## config.mk

```make
export PLATFORM = sky130hd
export DESIGN_NAME = conv_relu_maxpool_2x2_flat
export DESIGN_NICKNAME = d
export VERILOG_FILES = /design/src/rtl/conv_relu_maxpool_2x2_if.sv /design/src/rtl/conv_relu_maxpool_2x2.sv /design/src/flat_wrapper.sv
export SDC_FILE = /design/constraint.sdc
export NUM_CORES = 1
export LEC_CHECK = 0
export CAP_MARGIN = 20
export CORE_MARGIN = 2
export CORE_UTILIZATION = 50
export DETAILED_ROUTE_END_ITERATION = 12
export GPL_TIMING_DRIVEN = 0
export HOLD_SLACK_MARGIN = 0.1
export PLACE_DENSITY = 0.66
export SLEW_MARGIN = 20
export SYNTH_ARGS = -nofsm -noshare
export SYNTH_HDL_FRONTEND = slang
export SYNTH_SLANG_ARGS = --single-unit
```

## constraint.sdc

```tcl
create_clock -name clk -period 7 [get_ports clk]
set_input_delay 0.7 -clock clk [delete_from_list [all_inputs] [get_ports clk]]
set_output_delay 0.7 -clock clk [all_outputs]
set_load 0.02 [all_outputs]
```

## src/rtl/conv_relu_maxpool_2x2_if.sv

```systemverilog
// ---------------------------------------------------------------------------
// conv_relu_maxpool_2x2_if
//
// Pixel-stream bundle between the convolution stage, the ReLU/max-pool stage
// and whatever consumes the pooled stream.
//
// Signals
//   valid_in    pxl_in carries an accepted pixel this cycle
//   pxl_in      input pixel word (channel, row, column order; column fastest)
//   pxl_out     pooled pixel word, held while valid_out is low
//   valid_out   single-cycle pulse per pooled pixel
//   frame_done  pulse with the last pooled pixel of the last channel
//
// Modports
//   master  the side that feeds pixels and observes the pooled stream
//   slave   the pooling stage itself
// ---------------------------------------------------------------------------
interface conv_relu_maxpool_2x2_if #(
   parameter int DATA_WIDTH = 32
);

   logic                  valid_in;
   logic [DATA_WIDTH-1:0] pxl_in;
   logic [DATA_WIDTH-1:0] pxl_out;
   logic                  valid_out;
   logic                  frame_done;

   modport master (
      output valid_in,
      output pxl_in,
      input  pxl_out,
      input  valid_out,
      input  frame_done
   );

   modport slave (
      input  valid_in,
      input  pxl_in,
      output pxl_out,
      output valid_out,
      output frame_done
   );

endinterface

```

## src/rtl/conv_relu_maxpool_2x2.sv

```systemverilog
// ---------------------------------------------------------------------------
// conv_relu_maxpool_2x2
//
// Sits behind the 1x1 convolution block and consumes its channel-planar
// float32 stream. Every accepted pixel goes through ReLU, then each channel
// is reduced by 2x2 stride-2 max pooling. Only half a row of pair maxima is
// stored (line buffer of IMAGE_WIDTH/2 words), never a full frame.
//
// Because ReLU clears every negative word, all values reaching the max
// stage have sign bit 0, and for such IEEE-754 words an unsigned integer
// compare orders them the same way as a float compare. No float unit is
// needed. A positive NaN simply behaves as a very large value.
//
// Ports
//   clk        clock, everything on the rising edge
//   reset      synchronous, active-high
//   bus        conv_relu_maxpool_2x2_if slave modport
//                valid_in / pxl_in            input stream, no backpressure
//                pxl_out / valid_out          pooled stream, one pulse each
//                frame_done                   last pooled pixel of the frame
//
// Parameters
//   DATA_WIDTH    pixel word width (IEEE-754 single precision)
//   IMAGE_WIDTH   input columns per channel, even, at least 4
//   IMAGE_HEIGHT  input rows per channel, even, at least 2
//   CHANNEL_NUM   channels per frame
// ---------------------------------------------------------------------------
module conv_relu_maxpool_2x2 #(
   parameter int DATA_WIDTH   = 32,
   parameter int IMAGE_WIDTH  = 16,
   parameter int IMAGE_HEIGHT = 16,
   parameter int CHANNEL_NUM  = 512
) (
   input  logic                     clk,
   input  logic                     reset,
   conv_relu_maxpool_2x2_if.slave   bus
);

   localparam int COL_W  = (IMAGE_WIDTH  > 1) ? $clog2(IMAGE_WIDTH)  : 1;
   localparam int ROW_W  = (IMAGE_HEIGHT > 1) ? $clog2(IMAGE_HEIGHT) : 1;
   localparam int CH_W   = (CHANNEL_NUM  > 1) ? $clog2(CHANNEL_NUM)  : 1;
   localparam int LB_N   = IMAGE_WIDTH / 2;
   localparam int LB_AW  = (LB_N > 1) ? $clog2(LB_N) : 1;

   localparam logic [COL_W-1:0] COL_LAST = COL_W'(IMAGE_WIDTH  - 1);
   localparam logic [ROW_W-1:0] ROW_LAST = ROW_W'(IMAGE_HEIGHT - 1);
   localparam logic [CH_W-1:0]  CH_LAST  = CH_W'(CHANNEL_NUM   - 1);

   // Position of the pixel currently on pxl_in within the frame.
   logic [COL_W-1:0]      col;
   logic [ROW_W-1:0]      row;
   logic [CH_W-1:0]       ch;

   // Even-column pixel waiting for its odd-column partner.
   logic [DATA_WIDTH-1:0] hold;

   // Horizontal pair maxima of the most recent even row of the channel.
   logic [DATA_WIDTH-1:0] linebuf [LB_N];

   logic [DATA_WIDTH-1:0] relu_val;
   logic [DATA_WIDTH-1:0] pair_max;
   logic [DATA_WIDTH-1:0] lb_rd;
   logic [DATA_WIDTH-1:0] pool_max;
   logic [LB_AW-1:0]      lb_addr;
   logic                  col_last;
   logic                  row_last;
   logic                  ch_last;

   // Datapath for the pixel on the bus this cycle: ReLU, the horizontal
   // pair maximum against the held even-column pixel, and the vertical
   // maximum against the pair stored for the even row above. The line
   // buffer is addressed by the pair index, i.e. the column without its
   // parity bit; odd rows only read it and even rows only write it, so
   // the two ports never touch the same entry in one cycle.
   always_comb begin
      relu_val = bus.pxl_in[DATA_WIDTH-1] ? '0 : bus.pxl_in;
      pair_max = (relu_val > hold) ? relu_val : hold;
      lb_addr  = col[COL_W-1:1];
      lb_rd    = linebuf[lb_addr];
      pool_max = (pair_max > lb_rd) ? pair_max : lb_rd;
      col_last = (col == COL_LAST);
      row_last = (row == ROW_LAST);
      ch_last  = (ch  == CH_LAST);
   end

   // Counters, hold register and the registered output stream. Nothing
   // moves unless valid_in is high, so the producer may insert gaps freely.
   // An even column parks its pixel in hold; the odd column completes the
   // pair and, on an odd row, the full 2x2 window, which is presented one
   // cycle later together with frame_done on the very last window of the
   // last channel. A reset anywhere drops the partial window and restarts
   // the position at channel 0, row 0, column 0.
   always_ff @(posedge clk) begin
      if (reset) begin
         col            <= '0;
         row            <= '0;
         ch             <= '0;
         hold           <= '0;
         bus.pxl_out    <= '0;
         bus.valid_out  <= 1'b0;
         bus.frame_done <= 1'b0;
      end else begin
         bus.valid_out  <= 1'b0;
         bus.frame_done <= 1'b0;
         if (bus.valid_in) begin
            if (!col[0]) begin
               hold <= relu_val;
            end else if (row[0]) begin
               bus.pxl_out    <= pool_max;
               bus.valid_out  <= 1'b1;
               bus.frame_done <= col_last && row_last && ch_last;
            end

            if (col_last) begin
               col <= '0;
               if (row_last) begin
                  row <= '0;
                  ch  <= ch_last ? '0 : ch + 1'b1;
               end else begin
                  row <= row + 1'b1;
               end
            end else begin
               col <= col + 1'b1;
            end
         end
      end
   end

   // Line buffer write port. Only even rows store their pair maxima; the
   // contents are never reset because every entry is rewritten on the even
   // row before the odd row below reads it, also across channel boundaries.
   always_ff @(posedge clk) begin
      if (!reset && bus.valid_in && col[0] && !row[0]) begin
         linebuf[lb_addr] <= pair_max;
      end
   end

endmodule

```

## src/flat_wrapper.sv

```systemverilog
// flat-port wrapper written by rule: the top's interface ports become plain ports
module conv_relu_maxpool_2x2_flat 
#(
   parameter int DATA_WIDTH   = 32,
   parameter int IMAGE_WIDTH  = 16,
   parameter int IMAGE_HEIGHT = 16,
   parameter int CHANNEL_NUM  = 512
)
  (clk, reset, bus_valid_in, bus_pxl_in, bus_pxl_out, bus_valid_out, bus_frame_done);
  conv_relu_maxpool_2x2_if #(.DATA_WIDTH(DATA_WIDTH)) bus_i ();
  input  logic clk;
  input  logic reset;
  input wire logic [$bits(bus_i.valid_in)-1:0] bus_valid_in;
  input wire logic [$bits(bus_i.pxl_in)-1:0] bus_pxl_in;
  output wire logic [$bits(bus_i.pxl_out)-1:0] bus_pxl_out;
  output wire logic [$bits(bus_i.valid_out)-1:0] bus_valid_out;
  output wire logic [$bits(bus_i.frame_done)-1:0] bus_frame_done;
  assign bus_i.valid_in = bus_valid_in;
  assign bus_i.pxl_in = bus_pxl_in;
  assign bus_pxl_out = bus_i.pxl_out;
  assign bus_valid_out = bus_i.valid_out;
  assign bus_frame_done = bus_i.frame_done;
  conv_relu_maxpool_2x2 #(.DATA_WIDTH(DATA_WIDTH), .IMAGE_WIDTH(IMAGE_WIDTH), .IMAGE_HEIGHT(IMAGE_HEIGHT), .CHANNEL_NUM(CHANNEL_NUM)) u_core (.clk(clk), .reset(reset), .bus(bus_i));
endmodule
```

-- Word level (Yosys, flattened, before mapping)
Memory sizes are Yosys's and may differ from the RTL's. A register that Yosys moved wholly into a read port is not among the register bits.
Cells that the tools add are included.
- memories: 1
- output and inout port bits: 34
- input bits: 35
- RAM bits: 256
- flip-flop bits (word level): 83
- logic and storage cells: 43
- add/sub/neg operators: 3
- reductions and logical operators: 13
- $lt $le $gt $ge: 2
- bitwise operators: 3
- eq/ne operators: 3
- muxes and demuxes: 11
- memory list (name ; words ; width ; read ports ; clocked after Yosys merged registers in ; write ports ; line ; source):
    u_core.linebuf ; 8 ; 32 ; 1 ; 1 ; 1 ; conv_relu_maxpool_2x2.sv:58 ; logic [DATA_WIDTH-1:0] linebuf [LB_N];
- operators by type and width (operator ; count):
    $gt 32x32->1 ; 2
    $mux 32 ; 2
    $mux 31 ; 1
    $add 9x1->9 const B ; 1
    $eq 9x9->1 const B ; 1
    $mux 9 ; 1
    $add 4x1->4 const B ; 2
    $eq 4x4->1 const B ; 2
    $mux 4 ; 2
    $mux 3 ; 2
    $reduce_and 3->1 ; 2
    $logic_and 1x1->1 ; 5
    $reduce_and 2->1 ; 2
    $reduce_or 4->1 ; 1
    $mux 1 ; 3
    $not 1->1 ; 3
    $reduce_or 3->1 ; 1
    $logic_not 1->1 ; 2

-- Logic depth before layout (Yosys ltp)
- depth in word-level cells: 6
- depth in mapped cells: 22
- mapped depth without buffers: 20

-- Least setup slack after synthesis
Ideal clock, no wire load.
- kind: input-to-reg
- start: input bus_pxl_in[31]
- end: register u_core.bus.pxl_out[0]
- path buffers: 3
- path slack: 2.022 ns
- library setup time: 0.127 ns
- arrival time: 4.850 ns
- cell stages on the path: 21
- data required time: 6.873 ns
- cells stage by stage: clkbuf_1 > and2b_1 > ha_1 > and4_1 > a221oi_1 > o21a_1 > o221ai_1 > a21oi_2 > buf_6 > mux2i_1 > inv_1 > ha_1 > a211oi_2 > nor2_1 > o31a_1 > o41a_1 > a211oi_2 > a21oi_2 > nand2_1 > clkbuf_1 > o21ai_0
- cells in the longest elaborated chain, start to end: 5
- RTL lines (what ; line ; source):
    start, declared ; flat_wrapper.sv:14 ; input wire logic [$bits(bus_i.pxl_in)-1:0] bus_pxl_in;
    $mux 31 ; conv_relu_maxpool_2x2.sv:76 ; relu_val = bus.pxl_in[DATA_WIDTH-1] ? '0 : bus.pxl_in;
    via u_core.relu_val[6] ; conv_relu_maxpool_2x2.sv:60 ; logic [DATA_WIDTH-1:0] relu_val;
    $gt 32x32->1 ; conv_relu_maxpool_2x2.sv:77 ; pair_max = (relu_val > hold) ? relu_val : hold;
    $mux 32 ; conv_relu_maxpool_2x2.sv:77 ;
    via u_core.pair_max[12] ; conv_relu_maxpool_2x2.sv:61 ; logic [DATA_WIDTH-1:0] pair_max;
    $gt 32x32->1 ; conv_relu_maxpool_2x2.sv:80 ; pool_max = (pair_max > lb_rd) ? pair_max : lb_rd;
    $mux 32 ; conv_relu_maxpool_2x2.sv:80 ;
    end signal, assigned ; conv_relu_maxpool_2x2.sv:109 ; bus.pxl_out <= pool_max;
    end, declared ; conv_relu_maxpool_2x2_if.sv:39 ; output pxl_out,
The timed path passes the listed nets, and every way through them passes these cells.
A chain may end at the register's enable or synchronous reset.

-- Worst setup path in the final report
- start: input bus_pxl_in[31]
- end: register u_core.bus.pxl_out[16]
Same word-level chain as after synthesis.

==> out/summary.txt <==
outcome: finished, final reports clean
# diodes: 0
worst hold path type: flop to flop
# placed instances: 1498
power per cell area: 261 mW/mm^2
Worst Tran Pin Value: 0.967 ns
gr usage total: 0.230
Hold Vio Cnt, Final: 0
Max-slew headroom: 0.355
Rows: 62
crit-path cells: clkdlybuf4s50_1 > clkbuf_1 > and2b_1 > ha_1 > nand4_1 > or2_1 > nor4_2 > a31oi_1 > a21oi_2 > buf_6 > mux2i_1 > inv_1 > ha_1 > a211o_1 > a21oi_1 > nor3_1 > o41a_1 > a211oi_2 > a21oi_2 > nand2_1 > clkbuf_1 > o21ai_0
via/cell ratio: 5.67
final clock skew: 0.0270 ns
DP HPWL: 24000 um
Post-CTS Resized: 0
pre-CTS WS: -0.209 ns
Period minus WS final: 6.66 ns
Yosys warnings: 0
fraction of layout cells with a size suffix above 1: 0.146
critical path peak fanout: 10
Post-synth top flop: edfxtp_1
routed vias: 8864
Die X: 175 um
post-synthesis sequential area ratio: 0.623
kind of critical path: input port to flop
Nets: 1251
Period Utilization, post-route: 0.951
RSZ-0062 raised after global routing: false
CTS root buffer: clkbuf_16
Bufs and invs on worst path: 5
clock-pin transition on the worst setup and hold timing paths: 0.06 ns
Max Transition Viols Final: 0
Max Freq: 150 MHz
Net Count, Synth: 1133
Critical Path Max Stage Delay: 0.58 ns
flops & latches, synth: 332
Cells after Synth: 1033
worst path required time: 7.37 ns
Setup Buffers After CTS: 0
Syn Std Cell Area: 0.0146 sq mm
port buffer count: 65
die height: 175 um
gr ovfl total: 0
global-route wire length before repair: 52700 um
Setup crit end kind: flop
H-tree depth: 2
GPL Wtd Cong: 0.852
Hold Buf Count CTS: 0
# clock sinks: 332
Area growth syn-to-layout: 18.0%
final setup violating endpoints: 0
DRT antenna net count: 0
CP delay by family, top: compound AO/OA/AOI/OAI gates
Slowest cell on crit path: mux2i_1
max-cap violations: 0
initial antenna violation count: 0
FFs w/ async S/R, synth: 0
maximum VDD drop: 136 uV
Post-synth EDFFs: 248
hold path depth: 2
Setup crit start kind: input port
Pre-antenna DRT Iters: 5
Non-Filler Instances: 1562
setup ws final: 0.342 ns
placement-stage cell area: 0.0161 sq mm
post-route design area: 0.0173 sq mm
CTS tree: yes
Critical Path Stages: 22
vias in the first global route: 8807
Routed WL per cell: 22.1 um
Initial Util: 0.509
Inserted Clock Buffers: 35
# IOs: 69
clk buf depth: 3
pin count of the biggest net entering global routing: 20
Synth cell types: 56
Pleak: 0.00604 uW
Mapped Avg Cell Area: 14.2 sq um
Worst Path Arrival: 7.03 ns
Iter 0 DRT Violations: 804
die footprint: 0.0307 sq mm
final WL: 34500 um
clk_lat worst skew: 0.52 ns
reg2reg path depth: 20
core box area: 0.0288 sq mm
DRC: 0
-- metrics by stage --
stage	TNS, ns	utilization	power, uW	hold WS (ns)
detailed placement	-2.59	0.558	2620	0.457
finish	0	0.601	4500	0.462
global placement	-1.60	0.548	2610	0.452
floorplan	0	-	2480	0.441
CTS	0	0.601	4530	0.465
global route	0	0.601	4650	0.486
-- cell families (layout without fill, tap and decap cells) --
group / count (synthesis) / after routing / share of synthesized area
buffers and inverters: 113 / 258 / 0.0344
and+or+nand+nor: 232 / 232 / 0.0749
other: 1 / 1 / 0.000256
xor gates and xnor gates: 9 / 9 / 0.00538
DFF: 332 / 332 / 0.623
AOI/OAI and AO/OA: 155 / 155 / 0.0670
muxes: 125 / 125 / 0.138
adders and majority gates: 66 / 66 / 0.0562
-- tightest hold or removal path, delay by kind of cell, from the launching register on --
kind / cells / cell delay, ns
DFF: 1 / 0.31
AOI/OAI and AO/OA: 1 / 0.05
and+or+nand+nor: 1 / 0.05
-- path summary, 6_finish.rpt --
path,from,to,slack (ns)
max,bus_pxl_in[31],u_core.bus.pxl_out[16]$_SDFFE_PP0P_,0.34
min,u_core.ch[8]$_SDFFE_PP0P_,u_core.ch[8]$_SDFFE_PP0P_,0.46
max reg2reg,u_core.hold[14]$_SDFFE_PP0P_,u_core.bus.pxl_out[16]$_SDFFE_PP0P_,1.24
min reg2reg,u_core.ch[8]$_SDFFE_PP0P_,u_core.ch[8]$_SDFFE_PP0P_,0.46
-- synthesized netlist by cell type (3+ instances only) --
cell type	count	area (sq um)
dfxtp_1	84	1680
nor4_1	3	18.8
nor2b_1	15	93.8
o21ai_1	10	50.1
ha_1	65	813
or3_1	3	18.8
xor2_1	7	61.3
nor2_1	23	86.3
nand2b_1	6	37.5
mux4_2	62	1400
mux2i_1	62	621
and2b_1	18	135
edfxtp_1	248	7450
inv_1	63	236
o31a_1	30	263
clkbuf_1	32	120
a21oi_1	60	300
nand3_1	9	45.0
nor3_1	8	40.0
a21o_1	4	30.0
o21ai_0	29	145
nand4_1	15	93.8
nand2_1	124	465
a31oi_1	3	18.8
buf_6	7	78.8
buf_2	7	35.0
-- metal layers --
metal,GRT usage,vias up,share of wire
met2,0.379,263,0.48
met3,0.0302,45,0.061
met1,0.329,4432,0.44
met4,0.0507,0,0.014
li1,-,4124,-
met5,0,-,0
-- report_power, final --
group,internal [uW],total (uW),leakage (uW),switching [uW]
Clock,1170,1930,0.000605,760
Sequential,2150,2160,0.00295,8.99
Combinational,162,417,0.00249,255
-- cells in the final DEF, fill, tap and decap left out, types with 4 or more instances in the layout --
master / Yosys / final
a21oi_1: 60 / 60
buf_16: 0 / 4
dfxtp_1: 84 / 84
a21o_1: 4 / 4
nand2b_1: 6 / 6
mux2i_1: 62 / 61
nand2_1: 124 / 124
o21ai_0: 29 / 29
xor2_1: 7 / 7
nor2_4: 0 / 6
edfxtp_1: 248 / 248
nand4_1: 15 / 15
buf_6: 7 / 8
inv_6: 0 / 4
ha_1: 65 / 65
clkdlybuf4s50_1: 0 / 65
nand3_1: 9 / 9
mux4_2: 62 / 62
buf_4: 1 / 10
inv_1: 63 / 63
o31a_1: 30 / 30
clkbuf_1: 32 / 35
nor3_1: 8 / 6
buf_2: 7 / 7
nor2_1: 23 / 17
and2b_1: 18 / 18
clkbuf_16: 0 / 36
nor2b_1: 15 / 15
clkinv_2: 0 / 4
o21ai_1: 10 / 10
clkbuf_8: 0 / 10
-- registers in the layout, summed over array words and instances (netlist names), named ones only --
register               count
u_core.bus.valid_out       1
u_core.bus.pxl_out        31
u_core.hold               31
u_core.row                 4
u_core.col                 4
u_core.linebuf           248
u_core.bus.frame_done      1
u_core.ch                  9
-- area by class of cell --
cell class | count | area (sq um)
inverters | 63 | 236
clock inverters | 15 | 174
fillers | 2214 | 11500
flip-flops and latches | 332 | 9130
well taps | 384 | 480
clock buffers | 49 | 1050
repair buffers | 81 | 880
multi-input cells | 588 | 5070
plain buffers | 50 | 268
Note: power is estimated with default switching activity, not from simulation.
